[src/rtl/two_opt_metropolis.sv]
// 2-opt move evaluator: fetches the four boundary cities and four edge lengths of a segment
// reversal, forms the tour delta and makes the Metropolis accept/reject decision.
module two_opt_metropolis #(
    parameter int unsigned CITY_NUM = 30,
    parameter int unsigned BASE_LOG = 4,
    parameter int unsigned POS_W    = 6,
    parameter int unsigned DIST_W   = 16,
    parameter int unsigned BETA_W   = 16,
    parameter int unsigned EXP_AW   = 8
) (
    input  logic                       clk,
    input  logic                       reset,
    input  logic                       start,
    input  logic [BASE_LOG-1:0]        base_id,
    input  logic [POS_W-1:0]           K,
    input  logic [POS_W-1:0]           L,
    input  logic [31:0]                r_metropolis,
    input  logic [BETA_W-1:0]          beta,
    output logic [POS_W-1:0]           ord_addr,
    input  logic [POS_W-1:0]           ord_rdata,
    output logic [POS_W-1:0]           dist_a,
    output logic [POS_W-1:0]           dist_b,
    input  logic [DIST_W-1:0]          dist_rdata,
    output logic [EXP_AW-1:0]          exp_addr,
    input  logic [31:0]                exp_rdata,
    output logic                       busy,
    output logic                       done,
    output logic                       accept,
    output logic signed [DIST_W+1:0]   delta,
    output logic [BASE_LOG-1:0]        base_id_o
);

    localparam logic [POS_W-1:0]  POS_ONE   = POS_W'(1);
    localparam logic [POS_W-1:0]  CITY_LAST = POS_W'(CITY_NUM);
    localparam int unsigned       PROD_W    = DIST_W + 1 + BETA_W;
    localparam logic [EXP_AW-1:0] EXP_MAX   = '1;

    typedef enum logic [2:0] {
        StIdle,
        StOrd,
        StDist,
        StExp,
        StFin
    } state_e;

    state_e state_q, state_d;

    logic [3:0]              cnt_q;
    logic [POS_W-1:0]        k_q, l_q;
    logic [31:0]             r_q;
    logic [BETA_W-1:0]       beta_q;
    logic [POS_W-1:0]        a_q, b_q, c_q, d_q;
    logic [DIST_W-1:0]       dab_q, dcd_q, dac_q;
    logic signed [DIST_W+1:0] delta_q;

    logic                     launch;
    logic                     legal;
    logic signed [DIST_W+1:0] delta_raw;
    logic signed [DIST_W+1:0] delta_d;
    logic [PROD_W-1:0]        prod;
    logic [PROD_W-9:0]        scaled;
    logic [EXP_AW-1:0]        exp_addr_d;
    logic                     accept_d;

    // ---------------------------------------------------------------------------------------
    // Control FSM
    // ---------------------------------------------------------------------------------------
    always_ff @(posedge clk) begin
        if (reset) begin
            state_q <= StIdle;
        end else begin
            state_q <= state_d;
        end
    end

    always_comb begin
        state_d = state_q;
        busy    = 1'b0;
        launch  = 1'b0;
        unique case (state_q)
            StIdle, StFin: begin
                if (start) begin
                    launch  = 1'b1;
                    state_d = StOrd;
                end else begin
                    state_d = StIdle;
                end
            end
            StOrd: begin
                busy = 1'b1;
                if (cnt_q == 4'd5) state_d = StDist;
            end
            StDist: begin
                busy = 1'b1;
                if (cnt_q == 4'd10) state_d = StExp;
            end
            StExp: begin
                busy = 1'b1;
                if (cnt_q == 4'd12) state_d = StFin;
            end
            default: state_d = StIdle;
        endcase
    end

    // ---------------------------------------------------------------------------------------
    // Delta and exp-table address; the last edge length is taken straight off the read port so
    // the address is registered in time for the cycle-11 lookup.
    // ---------------------------------------------------------------------------------------
    always_comb begin
        legal     = (k_q != '0) && (k_q < l_q) && (l_q <= CITY_LAST);
        delta_raw = $signed({2'b00, dac_q}) + $signed({2'b00, dist_rdata})
                  - $signed({2'b00, dab_q}) - $signed({2'b00, dcd_q});
        delta_d   = legal ? delta_raw : '0;

        prod      = {{BETA_W{1'b0}}, delta_d[DIST_W:0]} * {{(DIST_W + 1){1'b0}}, beta_q};
        scaled    = prod[PROD_W-1:8];
        exp_addr_d = '0;
        if (!delta_d[DIST_W+1] && (delta_d != '0)) begin
            if (|scaled[PROD_W-9:EXP_AW]) begin
                exp_addr_d = EXP_MAX;
            end else begin
                exp_addr_d = scaled[EXP_AW-1:0];
            end
        end

        accept_d = legal && (delta_q[DIST_W+1] || (delta_q == '0) || (r_q < exp_rdata));
    end

    // ---------------------------------------------------------------------------------------
    // Sequencer datapath: cnt_q is the cycle number within the move.
    // ---------------------------------------------------------------------------------------
    always_ff @(posedge clk) begin
        if (reset) begin
            cnt_q     <= '0;
            k_q       <= '0;
            l_q       <= '0;
            r_q       <= '0;
            beta_q    <= '0;
            a_q       <= '0;
            b_q       <= '0;
            c_q       <= '0;
            d_q       <= '0;
            dab_q     <= '0;
            dcd_q     <= '0;
            dac_q     <= '0;
            delta_q   <= '0;
            ord_addr  <= '0;
            dist_a    <= '0;
            dist_b    <= '0;
            exp_addr  <= '0;
            done      <= 1'b0;
            accept    <= 1'b0;
            delta     <= '0;
            base_id_o <= '0;
        end else begin
            done <= 1'b0;
            if (launch) begin
                cnt_q     <= 4'd1;
                k_q       <= K;
                l_q       <= L;
                r_q       <= r_metropolis;
                beta_q    <= beta;
                base_id_o <= base_id;
                ord_addr  <= K - POS_ONE;
            end else if (busy) begin
                cnt_q <= cnt_q + 4'd1;
                case (cnt_q)
                    4'd1: ord_addr <= k_q;
                    4'd2: begin
                        ord_addr <= l_q;
                        a_q      <= ord_rdata;
                    end
                    4'd3: begin
                        ord_addr <= l_q + POS_ONE;
                        b_q      <= ord_rdata;
                    end
                    4'd4: c_q <= ord_rdata;
                    4'd5: begin
                        d_q    <= ord_rdata;
                        dist_a <= a_q;
                        dist_b <= b_q;
                    end
                    4'd6: begin
                        dist_a <= c_q;
                        dist_b <= d_q;
                    end
                    4'd7: begin
                        dist_a <= a_q;
                        dist_b <= c_q;
                        dab_q  <= dist_rdata;
                    end
                    4'd8: begin
                        dist_a <= b_q;
                        dist_b <= d_q;
                        dcd_q  <= dist_rdata;
                    end
                    4'd9:  dac_q <= dist_rdata;
                    4'd10: begin
                        delta_q  <= delta_d;
                        exp_addr <= exp_addr_d;
                    end
                    4'd12: begin
                        accept <= accept_d;
                        delta  <= delta_q;
                        done   <= 1'b1;
                    end
                    default: ;
                endcase
            end
        end
    end

endmodule
[config.mk]
export PLATFORM = sky130hd
export DESIGN_NAME = two_opt_metropolis
export DESIGN_NICKNAME = d
export VERILOG_FILES = /design/src/rtl/two_opt_metropolis.sv
export SDC_FILE = /design/constraint.sdc
export NUM_CORES = 1
export LEC_CHECK = 0
export CAP_MARGIN = 20
export CORE_AREA = 3 3 207 209
export CTS_CLUSTER_DIAMETER = 50
export DETAILED_ROUTE_END_ITERATION = 7
export DIE_AREA = 0 0 210 212
export PLACE_DENSITY = 0.74
export SETUP_SLACK_MARGIN = 0.4
export SLEW_MARGIN = 0
export SYNTH_ARGS = -nofsm -noshare
export SYNTH_HDL_FRONTEND = slang
export SYNTH_SLANG_ARGS = --single-unit
[constraint.sdc]
create_clock -name clk -period 32.3 [get_ports clk]
set_clock_uncertainty 0.1 [all_clocks]
set_input_delay 3.23 -clock clk [delete_from_list [all_inputs] [get_ports clk]]
set_output_delay 3.23 -clock clk [all_outputs]
set_load 0.02 [all_outputs]
==> flow_summary.json, run 1 <==
{
  "status": "complete, no violations",
  "synth-async-reset-ratio_pct": 0,
  "io_buffers": 171,
  "synth-seq-cells": 207,
  "insertion_delay_ps": 530,
  "ant_nets": 0,
  "drt_wl_total_microns": 56690,
  "final.min_clock_period_ps": 12960,
  "diodes": 0,
  "grt-busiest-layer": "met2",
  "power_density_mw_per_mm2": 38.50,
  "crit_type": "input port to register",
  "slowest_delay_ps": 560,
  "core_sq_mm": 0.04102,
  "crit_path_end_kind": "register",
  "syn_avg_cell_area_sq_um": 8.180,
  "synthesis.area_sq_mm": 0.02048,
  "min_to": "delta[15]$_SDFFE_PP0P_",
  "fin_tns_setup_ps": 0,
  "ys_seq_area_share_pct": 20.23,
  "route.detailed.drc": 0,
  "clk_path_buf_depth": 3,
  "antenna_found_initial": 1,
  "crit_top_cell": "fa_1",
  "ys_types": 97,
  "syn_to_final_growth_pct": 14.07,
  "synth_fp_nets": 3027,
  "crit_fanout": 18,
  "die_w_microns": 210,
  "fmax_ghz": 0.07715,
  "fin_hold_ws_ps": 353.0,
  "crit_arrival_ps": 13250,
  "instances_no_fill": 3151,
  "grt_pass1_wl_microns": 92610,
  "vias": 17822,
  "ctsResizeCount": 0,
  "finalHoldViolations": 0,
  "grtUsageMet1_pct": 32.40,
  "setup_viol": 0,
  "worst_pin_slew_ps": 1096,
  "r2r_start": "dab_q[0]$_SDFFE_PP0P_",
  "grt_util_met2_pct": 44.82,
  "timing.rr.end": "exp_addr[7]$_SDFFE_PP0P_",
  "htreeDepth": 1,
  "cts-root-buf": "clkbuf_16",
  "met3_usage_pct": 3.187,
  "path_delay_family": "adder cells",
  "grt_max_degree": 121,
  "dpl.cell_count": 3107,
  "grt_util_all_layers_pct": 25.29,
  "start_util_pct": 49.94,
  "overflow": 0,
  "path_buf_inv": 10,
  "cts_tree": "yes",
  "grt_pass1_vias": 18221,
  "drv_slew": 0,
  "rr_worst_depth": 36,
  "r2r_setup_slack_ps": 22210,
  "routed_via_density": 5.656,
  "synth_edf_count": 0,
  "synthCells": 2504,
  "hold_path_startpoint": "delta[15]$_SDFFE_PP0P_",
  "cts_made_buffers": 24,
  "synth_ff_type": "dfxtp_1",
  "rsz0062_at_grt": "false",
  "dpl.hpwl_microns": 43350,
  "num_rows": 74,
  "layout-drive-gt1-share_pct": 4.276,
  "nNetsFinal": 3124,
  "cp.required_ps": 32590,
  "vdd_drop_max_uv": 43.37,
  "drv_cap": 0,
  "yosys_warnings": 0,
  "start_kind": "input port",
  "hold_depth": 2,
  "drtIter0Drc": 1131,
  "dieArea_sq_mm": 0.04452,
  "path_clk_slew_ps": 60,
  "crit_slowest_cell": "fa_1",
  "clock_sinks": 207,
  "routedWlPerCell_microns": 17.99,
  "firstDrtPassIters": 6,
  "ios": 172,
  "post_cts_buffers": 0,
  "die_h_microns": 212,
  "power_leakage_nw": 9.885,
  "ctsHoldBuffers": 0,
  "hold_class": "register to register",
  "gp_congestion": 0.9075,
  "max-slew-margin-rel_pct": 26.70,
  "timing.final.crit_share_pct": 40.13
}
-- logic make-up after synthesis --
family,after synthesis,share of synthesized area (%)
mux,33,1.619
simple gates,938,21.50
flops,207,20.23
fa+ha+maj,402,33.32
xor+xnor,21,0.8979
compound gates,438,13.71
buf+inv,465,8.729
-- cells in the mapped netlist (4+ instances only) --
library cell	count	area, sq um
a211o_1	6	52.55
a211oi_1	17	127.6
a21o_1	26	195.2
a21oi_1	206	1031
a22oi_1	13	97.59
a311oi_1	15	131.4
a31oi_1	13	81.33
and2_1	127	794.5
and3_1	18	112.6
and4_1	7	61.31
buf_1	4	15.01
clkbuf_1	111	416.7
dfxtp_1	207	4144
fa_1	239	4785
ha_1	163	2039
inv_1	341	1280
mux2i_1	32	320.3
nand2_1	522	1959
nand2b_1	6	37.54
nand3_1	24	120.1
nand4_1	24	150.1
nand4b_1	4	35.03
nor2_1	106	397.9
nor2b_1	7	43.79
nor3_1	30	150.1
nor4_1	14	87.58
o211ai_1	26	195.2
o21a_1	18	135.1
o21ai_0	39	195.2
o21ai_1	4	20.02
o21ai_2	5	43.79
or3_1	11	68.82
or4_1	6	45.04
xnor2_1	7	61.31
xor2_1	14	122.6
-- flip-flops by register name, indices dropped and copies added, names as in the netlist, 3 cells and up --
register	cells
r_q	32
delta	18
delta_q	18
beta_q	16
dab_q	16
dac_q	16
dcd_q	16
exp_addr	8
a_q	6
b_q	6
c_q	6
d_q	6
dist_a	6
dist_b	6
k_q	6
l_q	6
ord_addr	6
base_id_o	4
cnt_q	4
state_q	3
-- layer usage --
metal	share of wire, %	vias up
met3	5.8	123
met5	0.021	-
li1	-	8361
met2	50	560
met4	3.2	2
met1	41	8776
-- how the worst max path moves through the flow --
stage	start	end	slack [ps]	cells past startpoint
floorplan	dist_rdata[0]	exp_addr[0]$_SDFFE_PP0P_	19880	35
global placement	dist_rdata[4]	exp_addr[7]$_SDFFE_PP0P_	19020	34
detailed placement	dist_rdata[0]	exp_addr[7]$_SDFFE_PP0P_	18870	36
CTS	dist_rdata[5]	exp_addr[7]$_SDFFE_PP0P_	19390	34
global route	dist_rdata[0]	exp_addr[3]$_SDFFE_PP0P_	18650	36
finish	dist_rdata[0]	exp_addr[7]$_SDFFE_PP0P_	19340	36
-- report_power, final --
group,internal [W],switching (W)
clock network,0.000159,0.000115
logic,0.000129,0.000216
registers,0.000264,0.0000162
total,0.000553,0.000347
-- cells in the final DEF, fill, tap and decap left out, drive strengths merged, types with 7 or more instances in the layout --
master	netlist	routed
and2	128	128
nor3	31	31
o21ai	48	48
and3	18	18
dfxtp	207	207
inv	342	343
a21o	29	29
nor2b	7	7
fa	239	239
nand2	523	523
clkdlybuf4s50	0	170
a211oi	18	18
buf	10	24
and4	8	8
a21oi	207	207
a31oi	13	13
or3	13	13
clkinv	0	8
xnor2	7	7
nand3	25	25
clkbuf	113	29
nor2	107	107
o211ai	26	26
o21a	18	18
a22oi	14	14
mux2i	32	32
nor4	17	17
nand4	25	25
a311oi	15	15
xor2	14	14
ha	163	163
-- layout make-up --
type                       instances  area [sq um]
inverter                         342          1284
sequential                       207          4144
fill                            3712         17650
clock inverter                    15         165.2
timing repair buffer             194          1886
tap                              532         665.6
clock buffer                      29         639.4
multi-input combinational       1832         14580
-- worst reg2reg max path: cells and delay by family, from the launching register on --
kind                       cells  cell delay, ps
AOI/OAI and AO/OA              7            1690
adders and majority gates     11            5100
buffers and inverters         10             810
DFF                            1             320
and+or+nand+nor                8            1930
-- per-stage QoR --
step                      area [sq um]  total power [W]  util (%)  worst slack (ps)
after floorplan                  20480        0.0005172         -             19880
after global placement           22560        0.0006202     55.01             19020
after detailed placement         22560        0.0006251     55.01             18870
after CTS                        23370        0.0009021     56.97             19390
after global routing             23370        0.0009513     56.97             18650
final                            23370        0.0008996     56.97             19340
No activity file was read; power rests on OpenSTA's default activity.
==> run 2, diff against run 1 <==
- clock period: 32.3 -> 13.55 ns (I/O delays scaled with it)
==> run 2 against run 1 <==
Net effect:
- worst setup slack worse by 17000 ps
- final cell count hardly changed
- non-clock buffer count stayed put
- cell area is 0.22% lower
- worst hold slack worse by 0.74 ps
- die area stayed put
- sequential cell count stayed put
- first-iteration DRC count is 0.80% lower
- critical path type unchanged
==> flow_summary.json, run 2 (synthesis gave the netlist of run 1 again) <==
{
  "rsz0062_at_grt": "false",
  "routedWlPerCell_microns": 17.75,
  "ctsResizeCount": 0,
  "largest_reg_flops": 32,
  "top_regs": "r_q: 32 flops, delta: 18 flops, delta_q: 18 flops",
  "fin_tns_setup_ps": 0,
  "rr_worst_depth": 36,
  "drv_slew": 0,
  "finalHoldViolations": 0,
  "fin_hold_ws_ps": 352.3,
  "drv_cap": 0,
  "crit_type": "input port to register",
  "regMostFlops": "r_q",
  "setup_viol": 0,
  "crit_arrival_ps": 11950,
  "final.min_clock_period_ps": 11660,
  "r2r_setup_slack_ps": 2900,
  "hold_class": "register to register",
  "worst_pin_slew_ps": 1089,
  "ios": 172,
  "grt_pass1_vias": 18076,
  "vdd_drop_max_uv": 118.1,
  "grtUsageMet1_pct": 31.80,
  "power_leakage_nw": 9.863,
  "cts_made_buffers": 24,
  "final_cell_mix": "nand2_1 (521), inv_1 (341), fa_1 (239), dfxtp_1 (207), a21oi_1 (206)",
  "met3_usage_pct": 3.010,
  "grt_max_degree": 107,
  "num_rows": 74,
  "cp.required_ps": 13840,
  "overflow": 0,
  "hold_depth": 2,
  "crit_path_end_kind": "register",
  "routed_via_density": 5.628,
  "firstDrtPassIters": 5,
  "layout-drive-gt1-share_pct": 4.203,
  "syn_to_final_growth_pct": 13.82,
  "ctsHoldBuffers": 0,
  "final_common_cell": "nand2_1",
  "fmax_ghz": 0.08573,
  "dieArea_sq_mm": 0.04452,
  "fin_ws_ps": 1886,
  "status": "complete, no violations",
  "grt-busiest-layer": "met2",
  "slowest_delay_ps": 570,
  "drtIter0Drc": 1122,
  "io_buffers": 171,
  "grt_util_all_layers_pct": 24.96,
  "r2r_start": "dab_q[0]$_SDFFE_PP0P_",
  "cts_tree": "yes",
  "min_to": "delta[17]$_SDFFE_PP0P_",
  "start_kind": "input port",
  "clock_sinks": 207,
  "vias": 17729,
  "cts-root-buf": "clkbuf_16",
  "grt_util_met2_pct": 43.87,
  "die_h_microns": 212,
  "timing.rr.end": "exp_addr[5]$_SDFFE_PP0P_",
  "start_util_pct": 49.94,
  "drt_wl_total_microns": 55910,
  "core_sq_mm": 0.04102,
  "clk_path_buf_depth": 3,
  "crit_slowest_cell": "fa_1",
  "timing.final.crit_share_pct": 86.08,
  "ant_nets": 0,
  "crit_top_cell": "fa_1",
  "route.detailed.drc": 0,
  "dpl.hpwl_microns": 42810,
  "insertion_delay_ps": 530,
  "post_cts_buffers": 0,
  "nNetsFinal": 3124,
  "die_w_microns": 210,
  "max-slew-margin-rel_pct": 27.38,
  "hold_path_startpoint": "delta[17]$_SDFFE_PP0P_",
  "antenna_found_initial": 1,
  "gp_congestion": 0.9065,
  "path_clk_slew_ps": 60,
  "grt_pass1_wl_microns": 91170,
  "power_density_mw_per_mm2": 90.26,
  "dpl_worst_slack_ps": 1525,
  "crit_fanout": 12,
  "htreeDepth": 1
}
## run 2: changes by cell type in the layout (fill, tap and decap cells not counted), sizes merged
| cell | delta |
|---|---|
| bufinv | -2 |
| clkbuf | +1 |
| clkinv | -1 |
| clkinvlp | -1 |
| diode | +1 |
| inv | +1 |
## run 2: worst max-delay path by stage
stage	startpoint	end	slack, ps
2_1_floorplan	dist_rdata[0]	exp_addr[0]$_SDFFE_PP0P_	3000
3_3_place_gp	dist_rdata[0]	exp_addr[1]$_SDFFE_PP0P_	1670
3_5_place_dp	dist_rdata[0]	exp_addr[5]$_SDFFE_PP0P_	1520
4_1_cts	dist_rdata[0]	exp_addr[5]$_SDFFE_PP0P_	2060
5_1_grt	dist_rdata[0]	exp_addr[5]$_SDFFE_PP0P_	1470
6_report	dist_rdata[0]	exp_addr[5]$_SDFFE_PP0P_	1890
## run 2: area by class of cell
type / instances / area [sq um]
Fill cell: 3687 / 17700
Multi-Input combinational cell: 1832 / 14580
Sequential cell: 207 / 4144
Timing Repair Buffer: 194 / 1886
Inverter: 342 / 1284
Tap cell: 532 / 665.6
Clock buffer: 30 / 653.1
Clock inverter: 12 / 103.9
Antenna cell: 1 / 2.502
## run 2: metal layers
layer / up-vias / wire (microns)
met5: - / 0
met4: 0 / 2012
met3: 124 / 3438
met2: 585 / 27590
met1: 8675 / 22870
li1: 8345 / -
## run 2: worst max-delay path, delay by kind of cell
kind / cells / cell delay [ps]
fa+ha+maj: 11 / 4980
compound gates: 8 / 2140
simple gates: 6 / 1970
buf+inv: 10 / 1280
xor+xnor: 1 / 230
## run 2: stage by stage
stage / total power [W] / area, sq um / instances / util (%)
3_3_place_gp: 0.001478 / 22560 / 3107 / 54.99
6_report: 0.002104 / 23310 / 3150 / 56.84
5_1_grt: 0.002236 / 23310 / 3150 / 56.84
4_1_cts: 0.002116 / 23310 / 3149 / 56.84
2_1_floorplan: 0.001233 / 20480 / 2504 / -
3_5_place_dp: 0.001491 / 22560 / 3107 / 54.99
## run 2: report_power, final
part,internal (W),total (W),switching [W]
combinational,0.000308,0.000821,0.000514
clock,0.000347,0.000615,0.000268
sequential,0.000630,0.000668,0.0000383
